===== config.mk =====
export PLATFORM = sky130hd
export DESIGN_NAME = histogram_sequencer
export DESIGN_NICKNAME = d
export VERILOG_FILES = /design/src/rtl/histogram_sequencer_pkg.sv /design/src/rtl/histogram_sequencer_peak.sv /design/src/rtl/histogram_sequencer.sv
export SDC_FILE = /design/constraint.sdc
export NUM_CORES = 1
export LEC_CHECK = 0
export CAP_MARGIN = 20
export CORE_MARGIN = 3
export CORE_UTILIZATION = 40
export CTS_CLUSTER_DIAMETER = 50
export DETAILED_ROUTE_END_ITERATION = 7
export GPL_TIMING_DRIVEN = 0
export HOLD_SLACK_MARGIN = 0.08
export SLEW_MARGIN = 20
export SYNTH_ARGS = -nofsm -noshare
export SYNTH_HDL_FRONTEND = slang
export SYNTH_SLANG_ARGS = --single-unit

===== constraint.sdc =====
create_clock -name clk -period 5.2 [get_ports clk]
set_input_delay 0.52 -clock clk [delete_from_list [all_inputs] [get_ports clk]]
set_output_delay 0.52 -clock clk [all_outputs]
set_load 0.05 [all_outputs]

===== src/rtl/histogram_sequencer_pkg.sv =====
// histogram_sequencer_pkg
// Shared definitions for the frame sequencer and the histogram compute block:
// sequencer state encoding, default sizing and the bin index width.
package histogram_sequencer_pkg;

  localparam int NBINS_DEFAULT   = 256;
  localparam int TIMEOUT_DEFAULT = 1048575;
  localparam int IDX_W           = 8;   // bin index and bin count width
  localparam int PH_W            = 20;  // phase (watchdog) counter width

  typedef enum logic [2:0] {
    ST_IDLE,
    ST_CLEAR,
    ST_WAIT_READY,
    ST_START,
    ST_FILTER,
    ST_READ,
    ST_DONE,
    ST_ERROR
  } seq_state_t;

endpackage


===== src/rtl/histogram_sequencer_peak.sv =====
// peak_tracker
// Running maximum of one histogram axis. A bin replaces the running max only
// when its value is strictly greater, so ties keep the lowest index. Clearing
// returns to index 0 / value 0, which is also the answer for an all-zero axis.
// Ports:
//   clk, reset        clock, asynchronous active-high reset
//   clear             restart the running max (frame start)
//   valid             accepted bin this cycle
//   index, value      bin index and bin count
//   maxIndex/maxValue running max index/value
module peak_tracker
  import histogram_sequencer_pkg::*;
(
  input  logic             clk,
  input  logic             reset,
  input  logic             clear,
  input  logic             valid,
  input  logic [IDX_W-1:0] index,
  input  logic [IDX_W-1:0] value,
  output logic [IDX_W-1:0] maxIndex,
  output logic [IDX_W-1:0] maxValue
);

  logic [IDX_W-1:0] r_maxIdx;
  logic [IDX_W-1:0] r_maxVal;

  always_ff @(posedge clk or posedge reset) begin
    if (reset) begin
      r_maxIdx <= '0;
      r_maxVal <= '0;
    end else if (clear) begin
      r_maxIdx <= '0;
      r_maxVal <= '0;
    end else if (valid && (value > r_maxVal)) begin
      r_maxIdx <= index;
      r_maxVal <= value;
    end
  end

  assign maxIndex = r_maxIdx;
  assign maxValue = r_maxVal;

endmodule


===== src/rtl/histogram_sequencer.sv =====
// histogram_sequencer
// Frame controller for the median-filter/histogram datapath: clears the
// histogram, starts the filter, waits for completion, then forwards the X/Y
// projection bins while tracking each axis's peak. A per-phase watchdog aborts
// any wait state that stalls.
// Ports:
//   clk, reset                     clock, asynchronous active-high reset
//   frameReq                       frame request (level, sampled in IDLE)
//   frameBusy/frameDone/frameError frame status
//   start                          one-cycle start to filter/histogram
//   filterReady, filterDone        filter handshake
//   clearHistogram, histogramClear histogram clear request/ack
//   readHistogram                  histogram readout enable
//   xValid/yValid, x/yHistogramOut incoming bins
//   binIndex, xBin, yBin, binValid forwarded (registered) bins
//   x/yPeakIndex, x/yPeakValue     peak of the last completed frame
module histogram_sequencer
  import histogram_sequencer_pkg::*;
#(
  parameter int NBINS   = NBINS_DEFAULT,
  parameter int TIMEOUT = TIMEOUT_DEFAULT
) (
  input  logic             clk,
  input  logic             reset,
  input  logic             frameReq,
  output logic             frameBusy,
  output logic             frameDone,
  output logic             frameError,
  output logic             start,
  input  logic             filterReady,
  input  logic             filterDone,
  output logic             clearHistogram,
  input  logic             histogramClear,
  output logic             readHistogram,
  input  logic             xValid,
  input  logic             yValid,
  input  logic [IDX_W-1:0] xHistogramOut,
  input  logic [IDX_W-1:0] yHistogramOut,
  output logic [IDX_W-1:0] binIndex,
  output logic [IDX_W-1:0] xBin,
  output logic [IDX_W-1:0] yBin,
  output logic             binValid,
  output logic [IDX_W-1:0] xPeakIndex,
  output logic [IDX_W-1:0] yPeakIndex,
  output logic [IDX_W-1:0] xPeakValue,
  output logic [IDX_W-1:0] yPeakValue
);

  seq_state_t       r_state, w_next;
  logic [PH_W-1:0]  r_phase;
  logic [IDX_W-1:0] r_idx;
  logic             r_lastSeen;   // final bin accepted last cycle
  logic             r_frameError;
  logic [IDX_W-1:0] r_binIdx, r_xBin, r_yBin;
  logic             r_binValid;
  logic [IDX_W-1:0] r_xPkIdx, r_xPkVal, r_yPkIdx, r_yPkVal;

  logic             w_frameStart;
  logic             w_accept;
  logic             w_lastIdx;
  logic             w_timeout;
  logic             w_start, w_clear, w_read, w_done, w_busy;
  logic [IDX_W-1:0] w_xMaxIdx, w_xMaxVal, w_yMaxIdx, w_yMaxVal;

  assign w_frameStart = (r_state == ST_IDLE) && frameReq;
  // Once the final bin is in, further strobes are ignored while it registers.
  assign w_accept     = (r_state == ST_READ) && xValid && yValid && !r_lastSeen;
  assign w_lastIdx    = (r_idx == IDX_W'(NBINS - 1));
  // The phase counter reads 0 in the first cycle of a phase, so this fires in
  // the TIMEOUT-th cycle spent waiting and the abort lands on the next edge.
  assign w_timeout    = (r_phase == PH_W'(TIMEOUT - 1));

  // ---------------------------------------------------------------- FSM
  always_ff @(posedge clk or posedge reset) begin
    if (reset) r_state <= ST_IDLE;
    else       r_state <= w_next;
  end

  // Qualifying inputs are tested before the watchdog so they win a tie.
  always_comb begin
    w_next  = r_state;
    w_start = 1'b0;
    w_clear = 1'b0;
    w_read  = 1'b0;
    w_done  = 1'b0;
    w_busy  = 1'b1;
    case (r_state)
      ST_IDLE: begin
        w_busy = 1'b0;
        if (frameReq) w_next = ST_CLEAR;
      end
      ST_CLEAR: begin
        w_clear = 1'b1;
        if (histogramClear) w_next = ST_WAIT_READY;
        else if (w_timeout) w_next = ST_ERROR;
      end
      ST_WAIT_READY: begin
        if (filterReady)    w_next = ST_START;
        else if (w_timeout) w_next = ST_ERROR;
      end
      ST_START: begin
        w_start = 1'b1;
        w_next  = ST_FILTER;
      end
      ST_FILTER: begin
        if (filterDone)     w_next = ST_READ;
        else if (w_timeout) w_next = ST_ERROR;
      end
      ST_READ: begin
        w_read = 1'b1;
        if (r_lastSeen)                 w_next = ST_DONE;
        else if (!w_accept && w_timeout) w_next = ST_ERROR;
      end
      ST_DONE: begin
        w_done = 1'b1;
        w_next = ST_IDLE;
      end
      ST_ERROR: begin
        w_next = ST_IDLE;
      end
      default: w_next = ST_IDLE;
    endcase
  end

  // ------------------------------------------------------- phase counter
  // Restarts on every state change and on every accepted bin; saturates so
  // a long IDLE cannot wrap it.
  always_ff @(posedge clk or posedge reset) begin
    if (reset)                              r_phase <= '0;
    else if ((w_next != r_state) || w_accept) r_phase <= '0;
    else if (r_phase != '1)                 r_phase <= r_phase + PH_W'(1);
  end

  // ---------------------------------------------------- bin index / flags
  always_ff @(posedge clk or posedge reset) begin
    if (reset) begin
      r_idx        <= '0;
      r_lastSeen   <= 1'b0;
      r_frameError <= 1'b0;
    end else begin
      if (w_frameStart)  r_idx <= '0;
      else if (w_accept) r_idx <= r_idx + IDX_W'(1);
      r_lastSeen <= w_accept && w_lastIdx;
      if (w_frameStart)           r_frameError <= 1'b0;
      else if (w_next == ST_ERROR) r_frameError <= 1'b1;
    end
  end

  // ------------------------------------------------------ forwarded bins
  always_ff @(posedge clk or posedge reset) begin
    if (reset) begin
      r_binIdx   <= '0;
      r_xBin     <= '0;
      r_yBin     <= '0;
      r_binValid <= 1'b0;
    end else begin
      r_binValid <= w_accept;
      if (w_accept) begin
        r_binIdx <= r_idx;
        r_xBin   <= xHistogramOut;
        r_yBin   <= yHistogramOut;
      end
    end
  end

  // --------------------------------------------------------- peak tracking
  peak_tracker u_xPeak (
    .clk      (clk),
    .reset    (reset),
    .clear    (w_frameStart),
    .valid    (w_accept),
    .index    (r_idx),
    .value    (xHistogramOut),
    .maxIndex (w_xMaxIdx),
    .maxValue (w_xMaxVal)
  );

  peak_tracker u_yPeak (
    .clk      (clk),
    .reset    (reset),
    .clear    (w_frameStart),
    .valid    (w_accept),
    .index    (r_idx),
    .value    (yHistogramOut),
    .maxIndex (w_yMaxIdx),
    .maxValue (w_yMaxVal)
  );

  // Published on the edge into DONE so the new peaks appear with frameDone;
  // the trackers already hold the final bin by then.
  always_ff @(posedge clk or posedge reset) begin
    if (reset) begin
      r_xPkIdx <= '0;
      r_xPkVal <= '0;
      r_yPkIdx <= '0;
      r_yPkVal <= '0;
    end else if (r_lastSeen) begin
      r_xPkIdx <= w_xMaxIdx;
      r_xPkVal <= w_xMaxVal;
      r_yPkIdx <= w_yMaxIdx;
      r_yPkVal <= w_yMaxVal;
    end
  end

  // -------------------------------------------------------------- outputs
  assign frameBusy      = w_busy;
  assign frameDone      = w_done;
  assign frameError     = r_frameError;
  assign start          = w_start;
  assign clearHistogram = w_clear;
  assign readHistogram  = w_read;
  assign binIndex       = r_binIdx;
  assign xBin           = r_xBin;
  assign yBin           = r_yBin;
  assign binValid       = r_binValid;
  assign xPeakIndex     = r_xPkIdx;
  assign xPeakValue     = r_xPkVal;
  assign yPeakIndex     = r_yPkIdx;
  assign yPeakValue     = r_yPkVal;

endmodule


After elaboration in Yosys (flattened, before gate mapping)
Cells that the tools add are included.
- multiply operators: 0
- muxes and demuxes: 27
- magnitude comparators: 2
- divide/modulo/power cells: 0
- add/sub/neg operators: 2
- shift-type cells: 0
- reductions and logical operators: 18
- bitwise operators: 0
- equality and inequality tests: 12
- operator list (kind ; number):
    $mux 8 ; 10
    $mux 20 ; 2
    $mux 3 ; 7
    $pmux 3 s7 ; 1
    $add 20x1->20 const B ; 1
    $eq 20x20->1 const B ; 1
    $ne 20x20->1 const B ; 1
    $gt 8x8->1 ; 2
    $eq 3x3->1 const B ; 5
    $reduce_bool 2->1 ; 5
    $add 8x1->8 const B ; 1
    $eq 8x8->1 const B ; 1
    $logic_and 1x1->1 ; 8
    $mux 1 ; 7
    $eq 3x2->1 const B ; 2
    $eq 3x1->1 const B ; 1
    $logic_not 3->1 ; 1
    $ne 3x3->1 ; 1
    $logic_not 1->1 ; 2
    $reduce_or 2->1 ; 1
    $logic_or 1x1->1 ; 1
- memories: 0
- memory bits (read-only): 0
- bits in writable memories: 0
- register bits after elaboration: 122
- latch bits: 0

Logic depth before layout (Yosys ltp)
Gate-level depths: netlist of the first run.
- depth in word-level cells: 12
- depth in mapped cells: 10
- mapped depth without buffers: 8

By module
A second synthesis of the first run with hierarchy kept.
- cell total of the unflattened synthesis: 523
- area, all modules: 6118.4 µm²
- modules (own cells, without submodules) (module ; cells an instance ; times used ; area each (µm²)):
    histogram_sequencer ; 327 ; 1 ; 4088.9
    peak_tracker ; 98 ; 2 ; 1014.7

Worst setup path before layout of the first run
Ideal clock, no wire load.
- kind: flip-flop to output port
- start point: register r_state[1]
- end point: output start
- stages on the path, launching flop included: 4
- arrival time: 1.973 ns
- slack: 2.707 ns
- buffers on the path: 2
- required time: 4.680 ns
- cells stage by stage: dfrtp_1 > clkbuf_1 > clkbuf_1 > nor3b_1
- cells in the longest elaborated chain, start to end: 2
- RTL lines (what ; RTL line ; source):
    from (decl) ; histogram_sequencer.sv:49 ; seq_state_t r_state, w_next;
    from (signal assigned) ; histogram_sequencer.sv:76 ; else r_state <= w_next;
    $eq 3x2->1 ; histogram_sequencer.sv:87 ; case (r_state)
    $mux 1 ; histogram_sequencer.sv:87 ;
    to (decl) ; histogram_sequencer.sv:29 ; output logic start,
Every way passes these cells.

Worst setup path in the final report of the first run
Same ends and word-level chain as after synthesis.

==> metrics.txt, run 1 <==
# TYPE chip_impl_metric gauge
chip_impl_info{name="run_status",value="complete, no violations"} 1
chip_impl_info{name="yosysMostFrequentCell",value="sky130_fd_sc_hd__dfrtp_1"} 1
chip_impl_metric{name="cts.reportedPaths.clkPinSlew",unit="ns"} 0.05
chip_impl_metric{name="final_max_slew_viol_count",unit=""} 0
chip_impl_metric{name="gpl.final_weighted_congestion",unit=""} 0.819
chip_impl_metric{name="slew_headroom",unit="%"} 49.9
chip_impl_metric{name="worstPathRequired",unit="ns"} 4.68
chip_impl_metric{name="buffer_ports.inserted",unit=""} 86
chip_impl_metric{name="n_antenna_cell",unit=""} 0
chip_impl_metric{name="combined_area_of_all_synthesized_cells",unit="µm²"} 6380
chip_impl_metric{name="synth.avg_cell_area",unit="µm²"} 10.1
chip_impl_info{name="netlist.top_cell.by_area",value="sky130_fd_sc_hd__dfrtp_1"} 1
chip_impl_metric{name="synth.yosys.warnings",unit=""} 0
chip_impl_metric{name="critical_path.max_stage_delay",unit="ns"} 0.83
chip_impl_metric{name="core_region_area",unit="µm²"} 15400
chip_impl_metric{name="totalWireLength",unit="mm"} 15.4
chip_impl_info{name="grt-busiest-layer",value="met2"} 1
chip_impl_metric{name="synth_enable_flop_cells",unit=""} 0
chip_impl_metric{name="final_antenna_net_count",unit=""} 0
chip_impl_metric{name="share_seq_of_total_power",unit="%"} 31.9
chip_impl_metric{name="irDropWorstVdd",unit="mV"} 0.298
chip_impl_metric{name="cts_sinks",unit=""} 122
chip_impl_metric{name="swShare",unit="%"} 35.4
chip_impl_metric{name="post_route_cells_drive_above_1_share",unit="%"} 14.8
chip_impl_metric{name="grt_pass1_vias",unit=""} 5064
chip_impl_metric{name="placement.setup.worst_slack",unit="ns"} 2.20
chip_impl_metric{name="via_per_inst",unit=""} 5.10
chip_impl_metric{name="fmax",unit="MHz"} 340
chip_impl_metric{name="timing.final.hold_violations",unit=""} 0
chip_impl_metric{name="postSynth.asyncResetShare",unit="%"} 100
chip_impl_info{name="cell_with_the_largest_stage_delay_on_the_worst_path",value="sky130_fd_sc_hd__clkdlybuf4s50_1"} 1
chip_impl_metric{name="grt.total_usage",unit="%"} 18.2
chip_impl_metric{name="ctsHoldBuffers",unit=""} 0
chip_impl_metric{name="area_delta_synth_final",unit="%"} 27.7
chip_impl_metric{name="ys_seq_area_share",unit="%"} 47.9
chip_impl_info{name="cts.root.buffer_cell",value="sky130_fd_sc_hd__clkbuf_16"} 1
chip_impl_metric{name="cts_inserted_buffers",unit=""} 17
chip_impl_metric{name="placed_cell_area",unit="µm²"} 7540
chip_impl_metric{name="syn-num-nets",unit=""} 675
chip_impl_metric{name="combinationalPowerShare",unit="%"} 34.6
chip_impl_metric{name="synthesis.instances",unit=""} 632
chip_impl_metric{name="max-cap-violations",unit=""} 0
chip_impl_metric{name="grt_overflow_total",unit=""} 0
chip_impl_metric{name="grt.met3_usage",unit="%"} 4.85
chip_impl_metric{name="clock_network_fraction_of_total_power",unit="%"} 33.5
chip_impl_info{name="path_cells",value="clkbuf_1 > clkbuf_1 > nor3b_1 > clkdlybuf4s50_1"} 1
chip_impl_metric{name="total_power",unit="µW"} 3640
chip_impl_metric{name="clk-insertion-delay-late",unit="ns"} 0.41
chip_impl_info{name="crit_path_frequent_cell",value="sky130_fd_sc_hd__clkbuf_1"} 1
chip_impl_metric{name="htreeDepth",unit=""} 4
chip_impl_metric{name="crit_path_max_fanout",unit=""} 10
chip_impl_metric{name="utilization",unit="%"} 52.8
chip_impl_info{name="synth_area_leaders",value="sky130_fd_sc_hd__dfrtp_1 48%, sky130_fd_sc_hd__mux2_2 9.9%, sky130_fd_sc_hd__mux2i_1 5.3%"} 1
chip_impl_metric{name="grt_use_met1",unit="%"} 24.6
chip_impl_metric{name="number_of_buffers_and_inverters_on_the_critical_path",unit=""} 3
chip_impl_metric{name="timing.clock.skew",unit="ns"} 0.0107
chip_impl_metric{name="antenna_found_initial",unit=""} 0
chip_impl_metric{name="first_iter_violations",unit=""} 163
chip_impl_info{name="ys_dominant_reg_cell",value="sky130_fd_sc_hd__dfrtp_1"} 1
chip_impl_metric{name="synth.distinct_cells",unit=""} 49
chip_impl_metric{name="drt-wirelength-per-cell",unit="µm"} 16.1
chip_impl_metric{name="die-width",unit="µm"} 132
chip_impl_metric{name="cts_setup_buffers",unit=""} 0
chip_impl_metric{name="layout_min_cycle_time",unit="ns"} 2.94
chip_impl_info{name="cpLargestDelayFamily",value="buffers and inverters"} 1
chip_impl_metric{name="yosysTopAreaCellShare",unit="%"} 47.9
chip_impl_info{name="top_cells_by_count_synth",value="122 x sky130_fd_sc_hd__dfrtp_1, 86 x sky130_fd_sc_hd__nor2_1, 84 x sky130_fd_sc_hd__nand2_1"} 1
chip_impl_metric{name="buffers_from_clock_root_to_sink_at_most",unit=""} 2
chip_impl_metric{name="post-dp-hpwl",unit="mm"} 11.3
chip_impl_metric{name="global_route.usage.met2",unit="%"} 29.0
chip_impl_metric{name="tritonroute_pass_1_iters",unit=""} 4
chip_impl_metric{name="switchingPower",unit="µW"} 1290
chip_impl_info{name="timing.critical_path.to_type",value="primary output"} 1
chip_impl_info{name="worstHoldPathType",value="register to register"} 1
chip_impl_metric{name="cp_data_arrival_time",unit="ns"} 2.42
chip_impl_metric{name="floorplan.initialDensity",unit="%"} 41.3
chip_impl_info{name="worst_setup_path_start_kind",value="register"} 1
chip_impl_metric{name="final_setup_violation_count",unit=""} 0
chip_impl_metric{name="worst_slew_pin_slew",unit="ns"} 0.745
chip_impl_metric{name="cts_resized",unit=""} 0
chip_impl_metric{name="final_min_period_over_clock_period",unit="%"} 56.5
chip_impl_metric{name="die_area",unit="µm²"} 17500
chip_impl_metric{name="grt_first_pass_wirelength",unit="mm"} 25.9
chip_impl_metric{name="cellInternalPower",unit="µW"} 2350
chip_impl_metric{name="final.fill_count",unit=""} 1409
chip_impl_metric{name="synth.ff_latch_count",unit=""} 122
chip_impl_metric{name="route.vias.total",unit=""} 4901
chip_impl_metric{name="p_leak",unit="µW"} 0.00396
chip_impl_info{name="path_class",value="register to primary output"} 1
chip_impl_metric{name="holdWs",unit="ns"} 0.501
chip_impl_metric{name="drc",unit=""} 0
chip_impl_metric{name="std_cell_rows",unit=""} 45
chip_impl_info{name="cts_tree",value="yes"} 1
chip_impl_info{name="grt_setup_unrepaired",value="no"} 1
chip_impl_metric{name="num-nets-final",unit=""} 781
chip_impl_metric{name="maximum_number_of_pins_on_one_net_before_global_route_repair",unit=""} 72
chip_impl_metric{name="final_std_cell_area_no_fill",unit="µm²"} 8150
chip_impl_metric{name="final_critical_path_setup_slack",unit="ns"} 2.26
chip_impl_metric{name="floorplan.die.height",unit="µm"} 132
chip_impl_metric{name="io_pins",unit=""} 87
chip_impl_metric{name="power_density",unit="nW/µm²"} 447
[layer usage]
metal | wire length (µm) | vias up
li1 | - | 2402
met1 | 7410 | 2383
met2 | 7270 | 99
met3 | 570 | 17
met4 | 180 | 0
met5 | 0 | -
[final cells by class]
class | count | area, µm² | area share [%]
Inverter | 24 | 95.1 | 1.17
Multi-Input combinational cell | 451 | 3070 | 37.6
Sequential cell | 122 | 3050 | 37.5
Buffer | 35 | 169 | 2.07
Clock buffer | 23 | 468 | 5.74
Clock inverter | 8 | 143 | 1.75
Timing Repair Buffer | 87 | 888 | 10.9
Tap cell | 211 | 264 | 3.24
[state kept, by name, summed over array words and instances (netlist names)]
register	count
r_phase	20
binIndex	8
r_idx	8
u_xPeak.maxIndex	8
u_xPeak.maxValue	8
u_yPeak.maxIndex	8
u_yPeak.maxValue	8
xBin	8
xPeakIndex	8
xPeakValue	8
yBin	8
yPeakIndex	8
yPeakValue	8
r_state	3
binValid	1
frameError	1
r_lastSeen	1
[final timing paths]
check | startpoint | endpoint | slack [ns] | cells after the start
setup / recovery | r_state[1]$_DFF_PP0_ | start | 2.26 | 4
min in group asynchronous | reset | r_phase[7]$_DFFE_PP0P_ | 0.53 | 2
hold reg to reg | xBin[1]$_DFFE_PP0P_ | xBin[1]$_DFFE_PP0P_ | 0.50 | 1
setup reg to reg | r_state[2]$_DFF_PP0_ | u_yPeak.maxValue[4]$_DFFE_PP0P_ | 2.73 | 9
hold / removal | xBin[1]$_DFFE_PP0P_ | xBin[1]$_DFFE_PP0P_ | 0.50 | 1
max in group asynchronous | reset | u_yPeak.maxValue[1]$_DFFE_PP0P_ | 3.97 | 3
[power by group through the flow]
stage               logic [µW]  clock network (µW)  registers (µW)
finish                    1260                1220            1160
CTS                       1270                1250            1160
global route              1370                1290            1180
floorplan                  641                   0            1410
global placement          1230                   0            1170
detailed placement        1260                   0            1180
[cell families after synthesis]
kind of cell / count (synthesis) / share of synthesized area [%]
AOI/OAI and AO/OA: 72 / 8.04
adders and majority gates: 19 / 3.73
buffers and inverters: 59 / 4.06
and+or+nand+nor: 248 / 18.1
xor gates and xnor gates: 22 / 3.02
muxes: 90 / 15.2
DFF: 122 / 47.9
[layout by cell type (no fill, tap or decap), types with 7 or more instances in the layout]
| master | instances |
|---|---|
| sky130_fd_sc_hd__ha_1 | 19 |
| sky130_fd_sc_hd__nor2b_1 | 7 |
| sky130_fd_sc_hd__mux2_2 | 56 |
| sky130_fd_sc_hd__clkbuf_1 | 21 |
| sky130_fd_sc_hd__nor2_1 | 86 |
| sky130_fd_sc_hd__nand2_1 | 84 |
| sky130_fd_sc_hd__buf_2 | 15 |
| sky130_fd_sc_hd__nand3_1 | 11 |
| sky130_fd_sc_hd__clkbuf_16 | 17 |
| sky130_fd_sc_hd__clkdlybuf4s50_1 | 86 |
| sky130_fd_sc_hd__dfrtp_1 | 122 |
| sky130_fd_sc_hd__inv_1 | 23 |
| sky130_fd_sc_hd__nor3_1 | 8 |
| sky130_fd_sc_hd__nand4_1 | 9 |
| sky130_fd_sc_hd__o21ai_0 | 7 |
| sky130_fd_sc_hd__mux2i_1 | 34 |
| sky130_fd_sc_hd__o211ai_1 | 32 |
| sky130_fd_sc_hd__xor2_1 | 10 |
| sky130_fd_sc_hd__and3_1 | 16 |
| sky130_fd_sc_hd__xnor2_1 | 12 |
[through the flow]
stage | std cells | setup TNS (ns)
final | 961 | 0
after global routing | 961 | 0
after CTS | 961 | 0
after detailed placement | 930 | 0
after global placement | 929 | -33.42
after floorplan | 632 | 0
(Power assumes the default switching activity.)
==> run 2, diff against run 1 <==
Clock period 5.2 ns to 2.45 ns, I/O delays scaled along.
==> run 2 against run 1 <==
Against the previous run: global-route usage is 0.48 points higher; first-iteration DRC count increased by 55%; setup slack worse by 2.1 ns; total power grew 110%; hold slack worse by 0.41 ns; utilization grew 0.45 points; critical endpoint is now frameDone; register-to-register slack lost 2.6 ns; count of clock-buffer cells in the layout decreased by 6; cell area increased by 0.84%; clock power increased by 120%.
==> metrics.txt, run 2 (same netlist as run 1, synthesis figures left out) <==
# TYPE chip_impl_metric gauge
chip_impl_metric{name="final_cell_count_no_fill",unit=""} 965
chip_impl_metric{name="n_antenna_cell",unit=""} 0
chip_impl_metric{name="placed_cell_area",unit="µm²"} 7590
chip_impl_info{name="crit-reg2reg-launch",value="u_yPeak.maxValue[1]$_DFFE_PP0P_"} 1
chip_impl_metric{name="share_seq_of_total_power",unit="%"} 31.7
chip_impl_info{name="mostFrequentLayoutCells",value="122 x sky130_fd_sc_hd__dfrtp_1, 86 x sky130_fd_sc_hd__nor2_1, 83 x sky130_fd_sc_hd__nand2_1, 81 x sky130_fd_sc_hd__clkdlybuf4s50_1, 56 x sky130_fd_sc_hd__mux2_2"} 1
chip_impl_metric{name="cp_data_arrival_time",unit="ns"} 2.10
chip_impl_metric{name="timing.clock.skew",unit="ns"} 0.00712
chip_impl_metric{name="first_iter_violations",unit=""} 253
chip_impl_metric{name="core_region_area",unit="µm²"} 15400
chip_impl_metric{name="holdWs",unit="ns"} 0.0889
chip_impl_info{name="cts_tree",value="yes"} 1
chip_impl_info{name="worstHoldPathType",value="input port to asynchronous set/reset pin"} 1
chip_impl_metric{name="ctsHoldBuffers",unit=""} 0
chip_impl_metric{name="final_std_cell_area_no_fill",unit="µm²"} 8220
chip_impl_metric{name="p_leak",unit="µW"} 0.00400
chip_impl_metric{name="grt_overflow_total",unit=""} 0
chip_impl_metric{name="clock_network_fraction_of_total_power",unit="%"} 34.0
chip_impl_metric{name="crit_path_max_fanout",unit=""} 10
chip_impl_metric{name="power_density",unit="nW/µm²"} 946
chip_impl_metric{name="final_setup_violation_count",unit=""} 0
chip_impl_metric{name="via_per_inst",unit=""} 5.24
chip_impl_metric{name="die-width",unit="µm"} 132
chip_impl_metric{name="drt-wirelength-per-cell",unit="µm"} 16.3
chip_impl_metric{name="grt_pass1_vias",unit=""} 5248
chip_impl_metric{name="clk-insertion-delay-late",unit="ns"} 0.41
chip_impl_metric{name="placement.setup.worst_slack",unit="ns"} -0.295
chip_impl_metric{name="worst-r2r-setup-slack",unit="ns"} 0.14
chip_impl_metric{name="irDropWorstVdd",unit="mV"} 0.518
chip_impl_metric{name="final_max_slew_viol_count",unit=""} 0
chip_impl_metric{name="area_delta_synth_final",unit="%"} 28.8
chip_impl_info{name="path_class",value="register to primary output"} 1
chip_impl_metric{name="post-dp-hpwl",unit="mm"} 11.5
chip_impl_metric{name="htreeDepth",unit=""} 4
chip_impl_metric{name="worstPathRequired",unit="ns"} 2.20
chip_impl_metric{name="sequential_cell_area",unit="µm²"} 3050
chip_impl_metric{name="cts_sinks",unit=""} 122
chip_impl_metric{name="slew_headroom",unit="%"} 50.3
chip_impl_info{name="worst_setup_path_start_kind",value="register"} 1
chip_impl_metric{name="antenna_found_initial",unit=""} 0
chip_impl_metric{name="switchingPower",unit="µW"} 2830
chip_impl_metric{name="final.fill_count",unit=""} 1366
chip_impl_metric{name="post_route_cells_drive_above_1_share",unit="%"} 16.2
chip_impl_metric{name="worst_slew_pin_slew",unit="ns"} 0.738
chip_impl_metric{name="totalWireLength",unit="mm"} 15.8
chip_impl_metric{name="std_cell_rows",unit=""} 45
chip_impl_metric{name="cts_setup_buffers",unit=""} 0
chip_impl_metric{name="floorplan.die.height",unit="µm"} 132
chip_impl_metric{name="max-cap-violations",unit=""} 0
chip_impl_metric{name="fmax",unit="MHz"} 427
chip_impl_metric{name="reg2regPathDepth",unit=""} 10
chip_impl_metric{name="flip_flop_count_of_the_largest_register_all_copies_and_words_added",unit=""} 20
chip_impl_metric{name="layout_min_cycle_time",unit="ns"} 2.34
chip_impl_metric{name="cts.reportedPaths.clkPinSlew",unit="ns"} 0.05
chip_impl_metric{name="final_critical_path_setup_slack",unit="ns"} 0.110
chip_impl_metric{name="final_min_period_over_clock_period",unit="%"} 95.5
chip_impl_metric{name="swShare",unit="%"} 36.4
chip_impl_metric{name="tritonroute_pass_1_iters",unit=""} 5
chip_impl_metric{name="maximum_number_of_pins_on_one_net_before_global_route_repair",unit=""} 34
chip_impl_metric{name="cellInternalPower",unit="µW"} 4950
chip_impl_info{name="run_status",value="complete, no violations"} 1
chip_impl_metric{name="num-nets-final",unit=""} 784
chip_impl_metric{name="cts_inserted_buffers",unit=""} 17
chip_impl_metric{name="floorplan.initialDensity",unit="%"} 41.3
chip_impl_metric{name="grt_first_pass_wirelength",unit="mm"} 26.8
chip_impl_metric{name="grt.total_usage",unit="%"} 18.7
chip_impl_info{name="timing.critical_path.to_type",value="primary output"} 1
chip_impl_metric{name="combinationalPowerShare",unit="%"} 34.4
chip_impl_metric{name="multi_input_area",unit="µm²"} 3070
chip_impl_metric{name="drc",unit=""} 0
chip_impl_info{name="cts.root.buffer_cell",value="sky130_fd_sc_hd__clkbuf_16"} 1
chip_impl_info{name="layout.cells.most_common",value="sky130_fd_sc_hd__dfrtp_1"} 1
chip_impl_info{name="register_with_the_most_flip_flops",value="r_phase"} 1
chip_impl_info{name="r2r_end",value="u_yPeak.maxValue[5]$_DFFE_PP0P_"} 1
chip_impl_metric{name="gpl.final_weighted_congestion",unit=""} 0.845
chip_impl_metric{name="final_antenna_net_count",unit=""} 0
chip_impl_metric{name="buffers_from_clock_root_to_sink_at_most",unit=""} 2
chip_impl_metric{name="total_power",unit="µW"} 7770
chip_impl_metric{name="buffer_ports.inserted",unit=""} 86
chip_impl_metric{name="place.detailed.instances",unit=""} 933
chip_impl_metric{name="die_area",unit="µm²"} 17500
chip_impl_metric{name="timing.final.hold_violations",unit=""} 0
chip_impl_metric{name="io_pins",unit=""} 87
chip_impl_metric{name="route.vias.total",unit=""} 5058
run 2: cell types whose count changed in the layout (fill, tap and decap cells not counted), moves of 2 or more:
cell,delta
sky130_fd_sc_hd__clkbuf_1,-4
sky130_fd_sc_hd__clkbuf_8,-2
sky130_fd_sc_hd__buf_2,-2
sky130_fd_sc_hd__clkdlybuf4s50_1,-5
sky130_fd_sc_hd__buf_12,+4
sky130_fd_sc_hd__clkinv_4,+5
sky130_fd_sc_hd__dlygate4sd2_1,+4
run 2: worst max-delay path, cell delays in order, from the launching register on:
cell and delay (ns):
sky130_fd_sc_hd__dfrtp_1 0.31, sky130_fd_sc_hd__clkbuf_1 0.30, sky130_fd_sc_hd__clkbuf_1 0.34, sky130_fd_sc_hd__and2_1 0.19
sky130_fd_sc_hd__dlygate4sd2_1 0.53
run 2: through the flow:
| stage | utilization (%) | TNS (ns) |
|---|---|---|
| 3_5_place_dp | 49.2 | -5.46 |
| 6_report | 53.3 | 0 |
| 5_1_grt | 53.3 | -0.00463 |
| 3_3_place_gp | 48.7 | -57.46 |
| 4_1_cts | 53.2 | 0 |
| 2_1_floorplan | - | 0 |
run 2: timing repair:
item,CTS,global route
endpoints found under the setup margin,35,34
gates resized for setup,6,7
pin swaps,0,0
run 2: power groups by stage:
stage               clock, µW  sequential, µW  combinational, µW
floorplan                   0            3000               1360
global placement            0            2490               2620
detailed placement          0            2500               2690
CTS                      2680            2460               2690
global route             2780            2500               2910
finish                   2640            2460               2670
run 2: area by class of cell:
class,instances,share of cell area (%)
Timing Repair Buffer,90,11.3
Buffer,35,2.12
Clock inverter,15,2.44
Tap cell,211,3.21
Inverter,24,1.14
Multi-Input combinational cell,451,37.4
Clock buffer,17,5.18
Sequential cell,122,37.2
run 2: worst max-delay path by stage:
stage          cells after the start  slack (ns)            startpoint                               to
2_1_floorplan                      3        0.23  r_state[1]$_DFF_PP0_                            start
3_5_place_dp                      10       -0.30      xHistogramOut[1]  u_xPeak.maxIndex[0]$_DFFE_PP0P_
5_1_grt                            9      -0.002  r_state[2]$_DFF_PP0_  u_yPeak.maxValue[1]$_DFFE_PP0P_
4_1_cts                            8       0.009  r_state[2]$_DFF_PP0_  u_xPeak.maxValue[4]$_DFFE_PP0P_
6_report                           4        0.11  r_state[1]$_DFF_PP0_                        frameDone
3_3_place_gp                       2       -0.45                 reset              yBin[5]$_DFFE_PP0P_
run 2: per-layer routing:
metal | vias up | routed length [µm] | GRT usage, %
met5 | - | 0 | 0
met4 | 0 | 121 | 4.97
met3 | 8 | 593 | 4.50
met2 | 112 | 7760 | 31.0
met1 | 2524 | 7290 | 24.7
li1 | 2414 | - | -
